==> config.mk <==
export PLATFORM = sky130hd
export DESIGN_NAME = uart_frame_rx
export DESIGN_NICKNAME = d
export VERILOG_FILES = /design/src/rtl/uart_frame_rx.sv
export SDC_FILE = /design/constraint.sdc
export NUM_CORES = 1
export LEC_CHECK = 0
export ABC_CLOCK_PERIOD_IN_PS = 4130
export CORE_UTILIZATION = 58
export CTS_CLUSTER_DIAMETER = 100
export DETAILED_ROUTE_END_ITERATION = 8
export PLACE_DENSITY = 0.76
export SLEW_MARGIN = 20
export SYNTH_ARGS = -nofsm -noshare
export SYNTH_HDL_FRONTEND = slang
export SYNTH_SLANG_ARGS = --single-unit
==> constraint.sdc <==
create_clock -name clk -period 4.13 [get_ports clk]
set_input_delay 0.413 -clock clk [delete_from_list [all_inputs] [get_ports clk]]
set_output_delay 0.413 -clock clk [all_outputs]
set_load 0.02 [all_outputs]
==> src/rtl/uart_frame_rx.sv <==
// uart_frame_rx: deframes UART byte strobes into sync-headed, length-prefixed,
// checksummed frames. A verified frame is held in an internal buffer for the
// host, which reads it by address and releases it with frame_ack. Delivery,
// error and drop statistics are kept as wrapping 16-bit counters.
module uart_frame_rx #(
  parameter logic [7:0]  SYNC0   = 8'hEB,
  parameter logic [7:0]  SYNC1   = 8'h90,
  parameter int unsigned MAX_LEN = 64,
  parameter logic [15:0] TIMEOUT = 16'd50000
) (
  input  logic        clk,
  input  logic        rst_n,
  input  logic [7:0]  uart_rx_data,
  input  logic        uart_rx_data_ready,
  input  logic        uart_rx_err,
  output logic        frame_ready,
  output logic [7:0]  frame_len,
  input  logic        frame_ack,
  input  logic [7:0]  rd_addr,
  output logic [7:0]  rd_data,
  output logic [15:0] frame_ok_cnt,
  output logic [15:0] frame_err_cnt,
  output logic [15:0] frame_drop_cnt
);

  localparam int unsigned AW         = (MAX_LEN > 1) ? $clog2(MAX_LEN) : 1;
  localparam logic [7:0]  MAX_LEN_B  = 8'(MAX_LEN);
  localparam logic [15:0] TIMEOUT_M1 = TIMEOUT - 16'd1;

  typedef enum logic [2:0] {
    ST_HUNT0   = 3'd0,
    ST_HUNT1   = 3'd1,
    ST_LEN     = 3'd2,
    ST_PAYLOAD = 3'd3,
    ST_CSUM    = 3'd4
  } state_e;

  // Running 8-bit additive checksum (modulo 256).
  function automatic logic [7:0] csum_add(input logic [7:0] acc, input logic [7:0] b);
    return acc + b;
  endfunction

  state_e      state_q, state_d;
  logic [7:0]  len_q, len_d;
  logic [7:0]  sum_q, sum_d;
  logic [7:0]  idx_q, idx_d;
  logic        discard_q, discard_d;
  logic [15:0] gap_q, gap_d;
  logic        frame_ready_q, frame_ready_d;
  logic [7:0]  frame_len_q, frame_len_d;
  logic [15:0] ok_cnt_q, err_cnt_q, drop_cnt_q;
  logic [7:0]  rd_data_q;
  logic        ok_inc_s, err_inc_s, drop_inc_s, buf_we_s;

  logic [7:0]  buf_mem [0:MAX_LEN-1];

  // Parser next-state, gap timer, hold/release of the frame and counter strobes.
  always_comb begin
    state_d    = state_q;
    len_d      = len_q;
    sum_d      = sum_q;
    idx_d      = idx_q;
    discard_d  = discard_q;
    gap_d      = gap_q;
    frame_len_d = frame_len_q;
    ok_inc_s   = 1'b0;
    err_inc_s  = 1'b0;
    drop_inc_s = 1'b0;
    buf_we_s   = 1'b0;

    // The host release only matters while a frame is actually held.
    if (frame_ready_q && frame_ack) begin
      frame_ready_d = 1'b0;
    end else begin
      frame_ready_d = frame_ready_q;
    end

    if (uart_rx_data_ready) begin
      gap_d = 16'd0;
      case (state_q)
        ST_HUNT0: begin
          if (!uart_rx_err && (uart_rx_data == SYNC0)) begin
            state_d = ST_HUNT1;
          end else begin
            state_d = ST_HUNT0;
          end
        end
        ST_HUNT1: begin
          if (uart_rx_err) begin
            state_d = ST_HUNT0;
          end else if (uart_rx_data == SYNC1) begin
            state_d = ST_LEN;
          end else if (uart_rx_data == SYNC0) begin
            state_d = ST_HUNT1;
          end else begin
            state_d = ST_HUNT0;
          end
        end
        ST_LEN: begin
          if (uart_rx_err || (uart_rx_data == 8'd0) || (uart_rx_data > MAX_LEN_B)) begin
            err_inc_s = 1'b1;
            state_d   = ST_HUNT0;
          end else begin
            len_d     = uart_rx_data;
            sum_d     = uart_rx_data;
            idx_d     = 8'd0;
            // A held frame must not be overwritten: remember to drop this one.
            discard_d = frame_ready_q;
            state_d   = ST_PAYLOAD;
          end
        end
        ST_PAYLOAD: begin
          if (uart_rx_err) begin
            err_inc_s = 1'b1;
            state_d   = ST_HUNT0;
          end else begin
            sum_d    = csum_add(sum_q, uart_rx_data);
            buf_we_s = !discard_q;
            idx_d    = idx_q + 8'd1;
            if (idx_q == (len_q - 8'd1)) begin
              state_d = ST_CSUM;
            end else begin
              state_d = ST_PAYLOAD;
            end
          end
        end
        ST_CSUM: begin
          state_d = ST_HUNT0;
          if (uart_rx_err) begin
            err_inc_s = 1'b1;
          end else if (uart_rx_data == sum_q) begin
            if (discard_q) begin
              drop_inc_s = 1'b1;
            end else begin
              frame_ready_d = 1'b1;
              frame_len_d   = len_q;
              ok_inc_s      = 1'b1;
            end
          end else begin
            err_inc_s = 1'b1;
          end
        end
        default: begin
          state_d = ST_HUNT0;
        end
      endcase
    end else if (state_q != ST_HUNT0) begin
      if (gap_q == TIMEOUT_M1) begin
        // Inter-byte gap expired: abandon the frame; only a started frame counts.
        gap_d     = 16'd0;
        state_d   = ST_HUNT0;
        err_inc_s = (state_q != ST_HUNT1);
      end else begin
        gap_d = gap_q + 16'd1;
      end
    end else begin
      gap_d = 16'd0;
    end
  end

  // Parser, held-frame and statistics registers.
  always_ff @(posedge clk or negedge rst_n) begin
    if (!rst_n) begin
      state_q       <= ST_HUNT0;
      len_q         <= 8'd0;
      sum_q         <= 8'd0;
      idx_q         <= 8'd0;
      discard_q     <= 1'b0;
      gap_q         <= 16'd0;
      frame_ready_q <= 1'b0;
      frame_len_q   <= 8'd0;
      ok_cnt_q      <= 16'd0;
      err_cnt_q     <= 16'd0;
      drop_cnt_q    <= 16'd0;
    end else begin
      state_q       <= state_d;
      len_q         <= len_d;
      sum_q         <= sum_d;
      idx_q         <= idx_d;
      discard_q     <= discard_d;
      gap_q         <= gap_d;
      frame_ready_q <= frame_ready_d;
      frame_len_q   <= frame_len_d;
      ok_cnt_q      <= ok_cnt_q + {15'd0, ok_inc_s};
      err_cnt_q     <= err_cnt_q + {15'd0, err_inc_s};
      drop_cnt_q    <= drop_cnt_q + {15'd0, drop_inc_s};
    end
  end

  // Payload buffer write port; index is always below the accepted length.
  always_ff @(posedge clk) begin
    if (buf_we_s) begin
      buf_mem[idx_q[AW-1:0]] <= uart_rx_data;
    end
  end

  // Registered buffer read; out-of-range addresses return zero.
  always_ff @(posedge clk or negedge rst_n) begin
    if (!rst_n) begin
      rd_data_q <= 8'd0;
    end else if (rd_addr < MAX_LEN_B) begin
      rd_data_q <= buf_mem[rd_addr[AW-1:0]];
    end else begin
      rd_data_q <= 8'd0;
    end
  end

  assign frame_ready    = frame_ready_q;
  assign frame_len      = frame_len_q;
  assign rd_data        = rd_data_q;
  assign frame_ok_cnt   = ok_cnt_q;
  assign frame_err_cnt  = err_cnt_q;
  assign frame_drop_cnt = drop_cnt_q;

endmodule

* Word-level counts from Yosys, hierarchy flattened
Memory sizes are Yosys's and may differ from the RTL's.
Cells that the tools add are included.
** Storage, ports and cells
- Register bits after elaboration :: 109
- Bits in writable memories :: 512
- Input bits :: 21
- Output and inout port bits :: 65
- Logic and storage cells :: 103
- Memories :: 1
** Cells by class
- Add/sub/neg operators :: 7
- $lt $le $gt $ge :: 2
- Equal/unequal tests :: 12
- Muxes and demuxes :: 50
- Bitwise gates (word level) :: 3
- Reductions and logical operators :: 16
** Memories
- buf_mem :: words 64, width 8, read ports 1, clocked after memory_dff 0, write ports 1, line 55 : logic [7:0] buf_mem [0:MAX_LEN-1];
** Operators by type and width (number)
- $add 16x1->16 :: 3
- $mux 16 :: 3
- $mux 8 :: 5
- $pmux 8 s2 :: 2
- $mux 1 :: 30
- $add 16x1->16 const B :: 1
- $eq 16x16->1 const B :: 1
- $eq 8x8->1 :: 2
- $eq 8x8->1 const B :: 2
- $mux 3 :: 5
- $pmux 3 s4 :: 1
- $add 8x1->8 const B :: 1
- $add 8x8->8 :: 1
- $gt 8x7->1 const B :: 1
- $logic_not 8->1 :: 1
- $lt 8x7->1 const B :: 1
- $sub 8x1->8 const B :: 1
- $eq 3x2->1 const B :: 2
- $mux 2 :: 3
- $reduce_bool 2->1 :: 3
- $reduce_and 5->1 :: 1
- $ne 2x2->1 const B :: 2
- $reduce_and 4->1 :: 1
- $eq 3x1->1 const B :: 1
- 11 further kinds :: 16

* Longest topological paths before layout
- Word-level depth :: 7
- Gate-level depth with buffers :: 15
- Mapped depth without buffers :: 15

* Least setup slack after synthesis
Ideal clock, no wire load.
- Kind :: input to register
- From :: input uart_rx_data[1]
- To :: register err_cnt_q[12] (netlist: frame_err_cnt[12])
- Library setup time :: 0.130 ns
- Arrival :: 2.901 ns
- Data required time :: 4.000 ns
- Path slack :: 1.099 ns
- Stages on the path :: 12
- Path buffers :: 0
- Cells stage by stage :: or4_4 -> nor4_4 -> o31ai_4 -> a211oi_1 -> ha_1 -> ha_1 -> nand2_1 -> or2_2 -> nor2_1 -> and3_1 -> nand3_1 -> xnor2_1
** On the way
- Cells in the longest elaborated chain, start to end :: 7
- Elaborated cells between the ends (all ways) :: 11
- Those cells by class :: 1 x add/sub; 1 x order compare; 1 x eq/ne; 5 x mux; 3 x reduce/logical
** Ends and longest elaborated chain
- start: declaration :: line 13 : input logic [7:0] uart_rx_data,
- parallel branches: the longest is 4 deep, another holds $gt 8x7->1
- $pmux 1 s3 * :: line 80 : case (state_q)
- $mux 1 * :: line 78 : if (uart_rx_data_ready) begin
- $add 16x1->16 * :: line 185 : err_cnt_q <= err_cnt_q + {15'd0, err_inc_s};
- end signal: assignment :: line 185
- end: declaration :: line 51 : logic [15:0] ok_cnt_q, err_cnt_q, drop_cnt_q;
Mark *: on every way between the ends.
A chain may end at the register's enable or synchronous reset.

* Final worst setup path
- From :: register sum_q[5]
- To :: register err_cnt_q[14] (netlist: frame_err_cnt[14])
** On the way
- Cells in the longest elaborated chain, start to end :: 6
** Ends and longest elaborated chain
- start: declaration :: line 45 : logic [7:0] sum_q, sum_d;
- start signal: assignment :: line 178 : sum_q <= sum_d;
- $eq 8x8->1 :: line 131 : end else if (uart_rx_data == sum_q) begin
- $mux 1 :: line 131
- $mux 1 :: line 129 : if (uart_rx_err) begin
- $pmux 1 s3 :: line 80
- $mux 1 :: line 78
- $add 16x1->16 :: line 185
No other way between the ends.

==> flow_summary.ini <==
[sta]
period_share = 0.771
hold_slack_ps = 175
setup_viol = 0
fin_ws_ps = 944
timing_hold_violations_final = 0
setup_tns_ps = 0
maxSlewViolCount = 0
tightest_slew_ps = 924
max_freq_mhz = 314
period_minus_slack_ps = 3190
finClkSkew_ps = 18.3
slew-limit-headroom = 0.368
rsz0062_at_grt = false

[layout]
drive_gt1_frac = 0.227
nets = 1605
fin_cells = 2159
final_util = 0.687
syn_to_final_growth_pct = 15.8
fin_area_um2 = 29000
fillCellCount = 2692

[routing]
postRouteWirelength_mm = 54.5
first_pass_iters = 8
drt_iter0_drc = 1412
antenna_left = 0
drc_errors = 0
vias = 13300
avgViaCountPerCell = 6.18
wl_per_cell_um = 25.3

[synthesis]
ys_ff_latch = 621
synth.distinct_cells = 58
synthCells = 1381
async_reset_ff_frac = 0.176
synth_xor_area_frac = 0.0266
synth_ff_type = edfxtp_1
synthMuxAreaShare = 0.140
synth_area_leaders = edfxtp_1 (61%), mux4_2 (12%), dfrtp_1 (11%)
yosys.area_share.adder = 0.00879
yosysTopAreaCell = edfxtp_1
synth_top_family_by_area = multiplexers
synth_nets = 1419
yosys_warnings = 0
syn_avg_cell_area_um2 = 18.1
synth_simple_gate_area_frac = 0.0591
synth_compound_area_frac = 0.0307
syn_area_um2 = 25100
synth_edf_count = 512
synth_top_cell_area_share = 0.614
ys_seq_area_frac = 0.723

[flow_run]
maxCapViolCount = 0

[cts]
cts_made_buffers = 59
tritoncts = built
clock_latency_ps = 640
clk_path_buf_depth = 3
postCtsResizedCells = 0
cts.htree.levels = 2
cts_setup_buffers = 0
cts-root-buf = clkbuf_16
cts.sinks = 621
clk_pin_slew_worst_paths_ps = 60

[die]
die-area_um2 = 44000
io_pins = 86
die_x_um = 210
die_y_um = 210
rows = 75
start_util = 0.593
core_um2 = 42200

[pwr]
p_total_mw = 12.7
power.density_nw_per_um2 = 439
ir_drop_mv = 0.310
leakage_nw = 10.1

[setup_path]
cp_common_cell = ha_1
path_delay_family = simple AND/OR/NAND/NOR gates
critical_path_class = flip-flop to flip-flop
worstPathMaxFanout = 4
end_kind = flip-flop
startpoint_type = flip-flop
worst-path-buf-inv = 0
crit_slowest_cell = or4_1
arrival_ps = 3720
crit_required_ps = 4670
cp_cell_sequence = ha_1 -> or4_1 -> a211o_1 -> nand2b_1 -> nand3_1 -> o21ai_0 -> a211oi_1 -> ha_1 -> ha_1 -> nand2_1 -> or2_2 -> nor2_1 -> and3_1 -> nand3_1 -> xnor2_1
max_stage_delay_ps = 530

[min_path]
hold_class = primary input to flip-flop

[global_routing]
grt.total_usage = 0.257
grt.overflow.total = 0
grt_max_degree = 70
antenna_found_initial = 4
grt_pass1_wl_mm = 83.3
grt_pass1_vias = 13600

[placement]
dp_slack_ps = 547
globalplace.congestion = 0.858
post-dp-hpwl_mm = 34.3
placed_area_um2 = 27000
numPortBuffers = 85
numPlacedInstances = 2044

[outcome]
status = finished clean
-- final cells by class --
cell class / instances / area, µm² / area share
repair buffers: 184 / 1580 / 0.0543
flip-flops and latches: 621 / 18100 / 0.624
diodes: 2 / 5.00 / 0.000172
inverters: 14 / 52.6 / 0.00181
clock inverters: 35 / 345 / 0.0119
well taps: 539 / 674 / 0.0232
multi-input cells: 687 / 6640 / 0.229
clock buffers: 77 / 1620 / 0.0560
-- tightest hold or removal path: stages --
cell	delay (ps)
buf_2	130
mux2i_1	80
o21ai_0	130
-- path summary, 6_finish.rpt --
path / slack [ps] / start / end / cells past startpoint
worst max-delay path: 940 / sum_q[5]$_DFFE_PN0P_ / frame_err_cnt[14]$_DFF_PN0_ / 15
worst min-delay path: 180 / uart_rx_data[0] / sum_q[0]$_DFFE_PN0P_ / 3
worst max register to register: 940 / sum_q[5]$_DFFE_PN0P_ / frame_err_cnt[14]$_DFF_PN0_ / 15
worst min register to register: 460 / gap_q[0]$_DFF_PN0_ / gap_q[0]$_DFF_PN0_ / 1
max in group asynchronous: 2760 / rst_n / gap_q[6]$_DFF_PN0_ / 3
min in group asynchronous: 450 / rst_n / frame_drop_cnt[15]$_DFF_PN0_ / 2
-- what timing repair did --
action	CTS	global route
endpoints found under the hold margin	67	0
hold buffers	1	0
setup endpoints to repair	0	0
-- cells by family (layout without fill, tap and decap cells) --
group | Yosys count | in the layout
adders and majority gates | 17 | 17
xor gates and xnor gates | 76 | 76
AOI/OAI and AO/OA | 115 | 115
other | 0 | 2
muxes | 174 | 174
DFF | 621 | 621
and+or+nand+nor | 305 | 305
buffers and inverters | 73 | 310
-- synth_stat cells (2+ instances only) --
| cell | n |
|---|---|
| a211o_1 | 4 |
| a211oi_1 | 15 |
| a21o_1 | 2 |
| a21oi_1 | 34 |
| a22o_1 | 2 |
| a31oi_1 | 4 |
| a32oi_1 | 9 |
| and2_1 | 12 |
| and3_1 | 17 |
| buf_1 | 8 |
| buf_2 | 18 |
| buf_4 | 6 |
| clkbuf_1 | 27 |
| dfrtp_1 | 109 |
| edfxtp_1 | 512 |
| ha_1 | 16 |
| inv_1 | 14 |
| mux2_2 | 13 |
| mux2i_1 | 22 |
| mux4_2 | 139 |
| nand2_1 | 61 |
| nand3_1 | 39 |
| nand3b_1 | 3 |
| nand4_1 | 6 |
| nor2_1 | 114 |
| nor2b_1 | 11 |
| nor3_1 | 12 |
| nor3b_1 | 3 |
| nor4_1 | 6 |
| nor4_4 | 3 |
| o21ai_0 | 23 |
| o21ai_1 | 3 |
| o221ai_1 | 7 |
| or2_2 | 5 |
| or3_1 | 2 |
| or3b_2 | 2 |
| or4_1 | 3 |
| xnor2_1 | 39 |
| xor2_1 | 37 |
-- power breakdown --
| group | total [mW] | internal (mW) | switching, mW |
|---|---|---|---|
| logic | 0.545 | 0.204 | 0.341 |
| clock network | 5.41 | 3.10 | 2.31 |
| registers | 6.79 | 6.79 | 0.00215 |
-- cells in the final DEF (no fill, tap or decap), types with 12 or more instances in the layout --
cell type and instances:
xnor2_1 39, inv_1 14, nand3_1 39, ha_1 16
dfrtp_1 109, mux2i_1 22, buf_4 99, nor3_1 12
mux2_2 13, nor2_1 114, nand2_1 61, clkbuf_16 61
and3_1 17, o21ai_0 23, and2_1 12, xor2_1 37
a21oi_1 34, clkdlybuf4s50_1 73, a211oi_1 15, edfxtp_1 512
mux4_2 139
-- metal layers --
metal  GRT usage  vias to the layer above  wire (µm)  part of all wire
li1            -                     5840          -                 -
met5           0                        -         28           0.00051
met3      0.0465                      113       4200             0.077
met1       0.353                     6803      21800              0.40
met4       0.108                        4       2130             0.039
met2       0.412                      589      26400              0.48
-- sequential cells by signal, indices dropped and copies added (netlist names) --
register,count
len_q,8
sum_q,8
gap_q,16
frame_ok_cnt,16
discard_q,1
frame_len,8
idx_q,8
rd_data,8
frame_err_cnt,16
buf_mem,512
state_q,3
frame_ready,1
frame_drop_cnt,16
No activity file was read; power rests on OpenSTA's default activity.
